`config.mk`:
```
export PLATFORM = sky130hd
export DESIGN_NAME = reg_wb_arbiter
export DESIGN_NICKNAME = d
export VERILOG_FILES = /design/src/rtl/reg_wb_arbiter_pkg.sv /design/src/rtl/reg_wb_arbiter_rr_arbiter.sv /design/src/rtl/reg_wb_arbiter.sv
export SDC_FILE = /design/constraint.sdc
export NUM_CORES = 1
export LEC_CHECK = 0
export BUFFER_PORTS_ARGS = -buffer_cell sky130_fd_sc_hd__buf_4
export CAP_MARGIN = 20
export CORE_MARGIN = 8
export CORE_UTILIZATION = 30
export CTS_BUF_LIST = sky130_fd_sc_hd__clkbuf_4
export CTS_CLUSTER_SIZE = 16
export DETAILED_ROUTE_END_ITERATION = 8
export PLACE_DENSITY_LB_ADDON = 0.08
export SLEW_MARGIN = 20
export SYNTH_ARGS = -nofsm -noshare
export SYNTH_HDL_FRONTEND = slang
export SYNTH_SLANG_ARGS = --single-unit
```
`constraint.sdc`:
```
create_clock -name clk -period 3.5 [get_ports clk]
set_input_delay 0.35 -clock clk [delete_from_list [all_inputs] [get_ports clk]]
set_output_delay 0.35 -clock clk [all_outputs]
set_load 0.02 [all_outputs]
```
`src/rtl/reg_wb_arbiter_pkg.sv`:
```
// Shared definitions for the writeback arbiter: register/word widths,
// requester indices and the round-robin pointer helper.
// Optional feature macro used by the top: WB_BYPASS_EN.

`ifndef LEN_REG_ADDR
`define LEN_REG_ADDR 5
`endif

`ifndef LEN_WORD
`define LEN_WORD 32
`endif

package reg_wb_arbiter_pkg;

  localparam int unsigned REG_ADDR_W  = `LEN_REG_ADDR;
  localparam int unsigned WORD_W      = `LEN_WORD;
  localparam int unsigned NUM_REGS    = 1 << REG_ADDR_W;

  // Writeback requester indices
  localparam int unsigned REQ_ALU     = 0;
  localparam int unsigned REQ_FPU     = 1;
  localparam int unsigned REQ_MEM     = 2;
  localparam int unsigned NUM_REQ_DEF = 3;

  // Pointer wide enough for up to four requesters
  localparam int unsigned PTR_W       = 2;

  // Next round-robin position after a grant to idx, wrapping at n.
  function automatic logic [PTR_W-1:0] rr_next(input logic [PTR_W-1:0] idx,
                                               input int unsigned n);
    if (idx == PTR_W'(n - 1)) begin
      return '0;
    end
    return idx + 1'b1;
  endfunction

endpackage

```
`src/rtl/reg_wb_arbiter_rr_arbiter.sv`:
```
// Round-robin grant: search starts at ptr and wraps; first valid request wins.

module rr_arbiter
  import reg_wb_arbiter_pkg::*;
#(
  parameter int unsigned N = 3
) (
  input  logic [N-1:0]     req,
  input  logic [PTR_W-1:0] ptr,
  output logic [N-1:0]     gnt
);

  logic             w_found;
  logic [PTR_W-1:0] w_idx;

  // Scan requesters in priority order starting from the pointer
  always_comb begin
    gnt     = '0;
    w_found = 1'b0;
    w_idx   = '0;
    for (int k = 0; k < int'(N); k++) begin
      w_idx = PTR_W'((int'(ptr) + k) % int'(N));
      if (!w_found && req[w_idx]) begin
        gnt[w_idx] = 1'b1;
        w_found    = 1'b1;
      end
    end
  end

endmodule

```
`src/rtl/reg_wb_arbiter.sv`:
```
// Writeback arbiter with register scoreboard.
// Arbitrates ALU/FPU/MEM writebacks onto a single register-file write port
// (one cycle latency) and tracks pending destinations to raise stall.
// Optional macro WB_BYPASS_EN adds forwarding of the granted write to the
// two issue read ports and masks the matching stall terms.

module reg_wb_arbiter
  import reg_wb_arbiter_pkg::*;
#(
  parameter int unsigned NUM_REQ = NUM_REQ_DEF
) (
  input  logic                                clk,
  input  logic                                rstn,
  input  logic [NUM_REQ-1:0]                  req_valid,
  input  logic [NUM_REQ-1:0][REG_ADDR_W-1:0]  req_addr,
  input  logic [NUM_REQ-1:0][WORD_W-1:0]      req_data,
  output logic [NUM_REQ-1:0]                  req_ready,
  input  logic                                iss_valid,
  input  logic [REG_ADDR_W-1:0]               iss_rd,
  input  logic [REG_ADDR_W-1:0]               ars1,
  input  logic [REG_ADDR_W-1:0]               ars2,
  output logic                                stall,
  output logic [REG_ADDR_W-1:0]               ard,
  output logic [WORD_W-1:0]                   drd
`ifdef WB_BYPASS_EN
  ,
  output logic                                fwd1_hit,
  output logic [WORD_W-1:0]                   fwd1_data,
  output logic                                fwd2_hit,
  output logic [WORD_W-1:0]                   fwd2_data
`endif
);

  logic [PTR_W-1:0]      r_ptr;
  logic [PTR_W-1:0]      w_ptr_d;
  logic [NUM_REQ-1:0]    w_gnt;
  logic [NUM_REQ-1:0]    w_grant;
  logic                  w_any;
  logic [PTR_W-1:0]      w_gidx;
  logic [REG_ADDR_W-1:0] w_gaddr;
  logic [WORD_W-1:0]     w_gdata;
  logic [NUM_REGS-1:0]   r_busy;
  logic [NUM_REGS-1:0]   w_busy_d;
  logic [REG_ADDR_W-1:0] r_ard;
  logic [WORD_W-1:0]     r_drd;
  logic                  w_t1;
  logic                  w_t2;
  logic                  w_t3;

  rr_arbiter #(
    .N (NUM_REQ)
  ) u_rr (
    .req (req_valid),
    .ptr (r_ptr),
    .gnt (w_gnt)
  );

  // Grants are suppressed while reset is held so req_ready reads all-zero
  assign w_grant   = rstn ? w_gnt : '0;
  assign req_ready = w_grant;

  // Encode the one-hot grant and select the winning address/data
  always_comb begin
    w_any   = 1'b0;
    w_gidx  = '0;
    w_gaddr = '0;
    w_gdata = '0;
    for (int i = 0; i < int'(NUM_REQ); i++) begin
      if (w_grant[i]) begin
        w_any   = 1'b1;
        w_gidx  = PTR_W'(i);
        w_gaddr = req_addr[i];
        w_gdata = req_data[i];
      end
    end
  end

  assign w_ptr_d = w_any ? rr_next(w_gidx, NUM_REQ) : r_ptr;

  // Scoreboard next state: clear on writeback, then set on issue so set wins
  always_comb begin
    w_busy_d = r_busy;
    if (w_any) begin
      w_busy_d[w_gaddr] = 1'b0;
    end
    if (iss_valid) begin
      w_busy_d[iss_rd] = 1'b1;
    end
    w_busy_d[0] = 1'b0;
  end

  // Pointer, scoreboard and registered write port
  always_ff @(posedge clk or negedge rstn) begin
    if (!rstn) begin
      r_ptr  <= '0;
      r_busy <= '0;
      r_ard  <= '0;
      r_drd  <= '0;
    end else begin
      r_ptr  <= w_ptr_d;
      r_busy <= w_busy_d;
      r_ard  <= w_any ? w_gaddr : '0;
      r_drd  <= w_any ? w_gdata : '0;
    end
  end

  assign ard = r_ard;
  assign drd = r_drd;

  // Hazard terms: source reads (RAW) and destination reuse (WAW)
  assign w_t1 = (ars1 != '0) && r_busy[ars1];
  assign w_t2 = (ars2 != '0) && r_busy[ars2];
  assign w_t3 = (iss_rd != '0) && r_busy[iss_rd];

`ifdef WB_BYPASS_EN
  assign fwd1_hit  = w_any && (ars1 != '0) && (w_gaddr == ars1);
  assign fwd2_hit  = w_any && (ars2 != '0) && (w_gaddr == ars2);
  assign fwd1_data = fwd1_hit ? w_gdata : '0;
  assign fwd2_data = fwd2_hit ? w_gdata : '0;
  // A forwarded source no longer needs to wait for the register file
  assign stall     = (w_t1 && !fwd1_hit) || (w_t2 && !fwd2_hit) || w_t3;
`else
  assign stall     = w_t1 || w_t2 || w_t3;
`endif

endmodule

```
# Word level (Yosys, flattened, before mapping)
# Index checks and enable logic that the tools add are counted.
[classes]
div_mod_pow = 3
reduce_logical = 17
mux = 46
add_sub_neg = 3
shifts = 0
n_eq_ne = 1
mul = 0
n_lt_le_gt_ge = 12
bitwise_logic = 5
[op_table]
columns = ["cell", "n"]
rows = [
  ["$mux 32", 6],
  ["$mod 32x3->32 const B", 2],
  ["$and 32x32->32", 1],
  ["$mod 3x3->32 const B", 1],
  ["$not 32->32", 1],
  ["$or 32x32->32", 1],
  ["$lt 5x6->1 const B", 4],
  ["$mux 5", 4],
  ["$mux 1", 18],
  ["$bmux 1 s5", 3],
  ["$reduce_bool 5->1", 3],
  ["$mux 3", 4],
  ["$demux 1 s5", 2],
  ["$ge 5x1->1 const B", 2],
  ["$logic_and 1x1->1", 10],
  ["$lt 2x3->1 const B", 3],
  ["$bmux 1 s2", 3],
  ["$demux 1 s2", 3],
  ["$ge 2x1->1 const B", 3],
  ["$mux 2", 3],
  ["$or 3x3->3", 2],
  ["$add 2x1->3 const B", 1],
  ["$add 2x2->3 const B", 1],
  ["$add 2x1->2 const B", 1],
  ["other kinds (3)", 5],
]
[totals]
in_bits = 132
latchBits = 0
ff_bits = 70
output_inout_bits = 41
mem_count = 0
elab_cells = 91
mem_bits_rw = 0
rom_bits = 0

# Logic depth before layout (Yosys ltp)
[depth]
ltp_word = 23
ltp_mapped = 13
mapped_depth_nobuf = 10

# Modules after synthesis
# From an unflattened synthesis, not the netlist that was laid out.
[hier_totals]
cells_unflattened = 469
area_unflattened_um2 = 4376.7
[modules_own_cells]
columns = ["mod", "n_inst", "area_each_um2", "cells_each", "seq_area_each_um2"]
rows = [
  ["reg_wb_arbiter", 1, 4103.9, 433, 1751.7],
  ["rr_arbiter", 1, 272.8, 36, 0.0],
]

# Worst setup path before layout
# No wires, ideal clock.
[synth_path]
path_kind = "reg2reg"
startpoint = "register r_ptr[0]"
endpoint = "register r_busy[9]"
synth_period_minus_slack_ns = 2.827
path_buffers = 3
arrival_ns = 2.696
setup_time_ns = 0.131
path_slack_ns = 0.673
required_ns = 3.369
path_stages_with_launch = 14
path_cell_list = "dfrtp_1 -> inv_1 -> ha_1 -> buf_2 -> mux2_1 -> o2111ai_2 -> a31oi_1 -> buf_2 -> and2_4 -> a221oi_4 -> inv_2 -> buf_6 -> o31ai_1 -> nand3_1"
[synth_via]
elab_chain_cells = 23
elab_cells_between_ends = 54
classes_between = "add/sub: 2; div: 3; order compare: 8; mux: 28; bitwise: 5; reduce/logical: 8"
[synth_lines]
columns = ["item", "line", "source"]
rows = [
  ["start: declaration", "reg_wb_arbiter.sv:34", "logic [PTR_W-1:0] r_ptr;"],
  ["start signal: assignment", "reg_wb_arbiter.sv:100", "r_ptr <= w_ptr_d;"],
  ["$add 2x1->3 or $mod 3x3->32 (tied branches)", "reg_wb_arbiter_rr_arbiter.sv:22", "w_idx = PTR_W'((int'(ptr) + k) % int'(N));"],
  ["$mod 32x3->32, or another cell as far along", "reg_wb_arbiter_rr_arbiter.sv:22", ""],
  ["$lt 2x3->1 (not written as such), or another cell as far along", "reg_wb_arbiter_rr_arbiter.sv:24", "gnt[w_idx] = 1'b1;"],
  ["$logic_and 1x1->1 (not written as such), or another cell as far along", "reg_wb_arbiter_rr_arbiter.sv:24", ""],
  ["$mux 1 (not written as such), or another cell as far along", "reg_wb_arbiter_rr_arbiter.sv:24", ""],
  ["$demux 1 s2, or another cell as far along", "n/a", ""],
  ["$or 3x3->3 (no source line) or $mux 1 (tied branches)", "n/a", ""],
  ["$mux 3 or $logic_not 1->1 (tied branches)", "reg_wb_arbiter_rr_arbiter.sv:23", "if (!w_found && req[w_idx]) begin"],
  ["(+8 left out)", "n/a", ""],
  ["$mux 1 (not written as such)", "reg_wb_arbiter.sv:84", "w_busy_d[w_gaddr] = 1'b0;"],
  ["$demux 1 s5", "reg_wb_arbiter.sv:84", ""],
  ["$not 32->32 (no source line)", "n/a", ""],
  ["$and 32x32->32 (no source line)", "n/a", ""],
  ["$mux 32 *", "reg_wb_arbiter.sv:83", "if (w_any) begin"],
  ["$or 32x32->32 (no source line)", "n/a", ""],
  ["$mux 32 *", "reg_wb_arbiter.sv:86", "if (iss_valid) begin"],
  ["via w_busy_d[9]", "reg_wb_arbiter.sv:43", "logic [NUM_REGS-1:0] w_busy_d;"],
  ["end signal: assignment", "reg_wb_arbiter.sv:101", "r_busy <= w_busy_d;"],
  ["end: declaration", "reg_wb_arbiter.sv:42", "logic [NUM_REGS-1:0] r_busy;"],
]
# The timed path passes the listed nets; every way through them passes the cells marked *. The select of a mux whose other input is x is not followed.
# A chain may end at the register's enable or synchronous reset.

# Final worst setup path
[layout_path]
startpoint = "register r_ptr[1]"
endpoint = "register r_busy[26]"
# The elaborated chain is that of the path after synthesis.

==> impl_metrics.json <==
{
  "drv_slew": 0,
  "slowest_stage": "dfrtp_1",
  "maxSlewHeadroom": 0.466,
  "cts_tree": "done",
  "power_leakage_uw": 0.00264,
  "max_freq_ghz": 0.307,
  "grtUsageMet3": 0.0629,
  "numCtsBuffers": 9,
  "synth_flop_cell": "dfrtp_1",
  "synth_cells": 464,
  "dpl.hpwl_mm": 12.5,
  "rows": 45,
  "met1_usage": 0.208,
  "chipWidth_um": 140,
  "synth_area_mm2": 0.00458,
  "route.vias.total": 4561,
  "min_period_over_period": 0.931,
  "r2r-end": "r_busy[26]",
  "grt.overflow.total": 0,
  "finalHoldViolCount": 0,
  "dp_slack_ps": -283,
  "required_ps": 3820,
  "worstPathCellList": "inv_1 > ha_1 > mux2i_2 > o22ai_2 > o221ai_4 > and3_4 > buf_6 > a221o_2 > clkinv_1 > buf_4 > o21ai_0 > nand3_1",
  "ys_types": 52,
  "root_buffer": "clkbuf_4",
  "synth.avg_cell_area_um2": 9.88,
  "hold_class": "in2reg",
  "antenna_found_initial": 2,
  "synth.area.mux_share": 0.144,
  "cp-start-kind": "flop",
  "r2r_cells": 12,
  "core_mm2": 0.0151,
  "synth-compound-area-share": 0.248,
  "yosys.area_share.simple": 0.165,
  "antenna_left": 0,
  "path_class": "reg2reg",
  "placed_area_mm2": 0.00604,
  "setup_ws_ps": 241,
  "run_status": "finished clean",
  "first_pass_iters": 5,
  "dp_cells": 802,
  "drive_gt1_frac": 0.413,
  "hold-path-endpoint": "drd[13]",
  "r2r_slack_ps": 240,
  "clk_latency_ps": 440,
  "finalInstanceArea_mm2": 0.00624,
  "cts_max_level": 3,
  "grt_pass1_vias": 4674,
  "ys_async_sr_fraction": 1.00,
  "ys_seq_elements": 70,
  "powerDensity_mw_per_mm2": 679,
  "synthXorXnorAreaFrac": 0,
  "synthToLayoutAreaGrowth_pct": 36.1,
  "instances_no_fill": 823,
  "gr-usage-met2": 0.281,
  "rr_startpoint": "r_ptr[1]",
  "top_usage_layer": "met2",
  "postLayoutCoreUtil": 0.413,
  "yosys_warnings": 0,
  "cap_violations": 0,
  "setup_viol": 0,
  "synth_fp_nets": 600,
  "cp_max_fo": 34,
  "grt_usage": 0.172,
  "cts_buffer_depth": 2,
  "initial_core_util": 0.304,
  "final_cell_mix": "buf_4 (187), dfrtp_1 (70), nand2_1 (67), a21oi_1 (45), a22oi_1 (35)",
  "numPortBuffers": 172,
  "post_drt_wl_per_cell_um": 20.7,
  "holdPathStages": 3,
  "die-area_mm2": 0.0195,
  "layout.cells.most_common": "buf_4",
  "ys_seq_area_frac": 0.382,
  "period_needed_ps": 3260,
  "die_h_um": 140,
  "finalClockSkew_ps": 17.8,
  "critPathArrivalTime_ps": 3580,
  "ios": 173,
  "clk_pin_slew_worst_paths_ps": 120,
  "n_fill_cell": 1506,
  "finalNetCount": 765,
  "drc": 0,
  "worstMarginPinSlew_ps": 798,
  "numClockSinks": 70,
  "gp_congestion": 0.831,
  "wl_mm": 17.0,
  "synth_edf_count": 0,
  "critPathMaxStageDelay_ps": 430,
  "peakVddDrop_uv": 290,
  "cp-end-kind": "flop",
  "synth_top_family_by_area": "compound AO/OA/AOI/OAI gates",
  "viasPerCell": 5.54,
  "drtIter0Drc": 336,
  "grt_pass1_wl_mm": 26.2,
  "synthAdderAreaFrac": 0.0109,
  "tns_ps": 0,
  "hp-start": "req_data[45]",
  "grt_max_degree": 56
}
-- cells by family (layout without fill, tap and decap cells) --
kind of cell | Yosys count | count (layout)
AO/OA/AOI/OAI | 155 | 155
AND/OR/NAND/NOR | 154 | 154
flip-flops | 70 | 70
buffers and inverters | 47 | 217
multiplexers | 34 | 34
adder cells (fa/ha/maj) | 4 | 4
other | 0 | 1
-- worst max-delay path by stage --
stage,startpoint,cells after the start,endpoint
floorplan,r_ptr[0],13,r_busy[9]
global placement,r_ptr[1],10,r_busy[27]
CTS,r_ptr[0],12,r_busy[26]
finish,r_ptr[1],12,r_busy[26]
detailed placement,r_ptr[0],10,r_busy[3]
global route,r_ptr[1],12,r_busy[14]
-- power by group --
group          internal [uW]  total (uW)  switching, uW
clock network            228         520            292
logic                   1010        2550           1530
registers               1030        1170            144
total                   2270        4240           1970
-- cells in the mapped netlist, types with 2 or more instances --
| library cell | n | share of area |
|---|---|---|
| dfrtp_1 | 70 | 0.38 |
| nand2_1 | 67 | 0.055 |
| a21oi_1 | 45 | 0.049 |
| a22oi_1 | 36 | 0.059 |
| nand3_1 | 28 | 0.031 |
| o21ai_0 | 28 | 0.031 |
| mux4_2 | 25 | 0.12 |
| clkbuf_1 | 20 | 0.016 |
| o31ai_1 | 15 | 0.025 |
| nor2_1 | 13 | 0.011 |
| o31ai_2 | 9 | 0.025 |
| nor2b_1 | 8 | 0.011 |
| nor4_1 | 8 | 0.011 |
| inv_1 | 7 | 0.0057 |
| and2_1 | 6 | 0.0082 |
| buf_2 | 5 | 0.0055 |
| buf_6 | 5 | 0.012 |
| a221oi_4 | 4 | 0.023 |
| ha_1 | 4 | 0.011 |
| inv_2 | 4 | 0.0033 |
| mux2i_1 | 4 | 0.0087 |
| nor3_1 | 4 | 0.0044 |
| o21a_1 | 4 | 0.0066 |
| and3_1 | 3 | 0.0041 |
| and3b_1 | 3 | 0.0057 |
| buf_1 | 3 | 0.0025 |
| mux2_2 | 3 | 0.0074 |
| nand4_1 | 3 | 0.0041 |
| nor3b_1 | 3 | 0.0049 |
| a211oi_1 | 2 | 0.0033 |
| buf_4 | 2 | 0.0033 |
| o221ai_1 | 2 | 0.0038 |
| o221ai_2 | 2 | 0.0066 |
-- layer usage --
| metal | up-vias | routed length, um | part of all wire |
|---|---|---|---|
| li1 | 2094 | - | - |
| met1 | 2224 | 7080 | 0.42 |
| met2 | 215 | 8140 | 0.48 |
| met3 | 26 | 1530 | 0.090 |
| met4 | 2 | 254 | 0.015 |
| met5 | - | 13 | 0.00076 |
-- sequential cells by signal (all words and copies together), names as in the netlist --
name	cells
drd	32
r_busy	31
ard	5
r_ptr	2
-- critical path: cells and delay by family (launching register included) --
family / cells / cell delay [ps]
mux: 1 / 350
simple gates: 2 / 420
buf+inv: 4 / 650
flops: 1 / 430
compound gates: 4 / 870
fa+ha+maj: 1 / 400
-- what timing repair did --
| action | 4_1_cts | 5_1_grt |
|---|---|---|
| endpoints found under the hold margin | 16 | 0 |
| pin swaps | 3 | 0 |
| cloned | 0 | 0 |
| hold buffers | 1 | 0 |
| setup buffers | 3 | 0 |
| endpoints found under the setup margin | 27 | 32 |
| resized for setup | 0 | 5 |
-- final cells by class --
type                            count  area, um^2  area share
Timing Repair Buffer              189        1430       0.229
Clock inverter                      5        50.0     0.00803
Multi-Input combinational cell    347        2640       0.424
Inverter                           12        45.0     0.00722
Clock buffer                       11        82.6      0.0132
Antenna cell                        1        2.50    0.000401
Tap cell                          188         235      0.0377
Sequential cell                    70        1750       0.281
-- per-stage QoR --
step | total power [uW] | hold WS (ps)
finish | 4240 | 140
floorplan | 2810 | 54.4
global placement | 3650 | 251
global route | 4550 | 98.9
detailed placement | 3670 | 249
CTS | 4240 | 92.6
(Power assumes the default switching activity.)
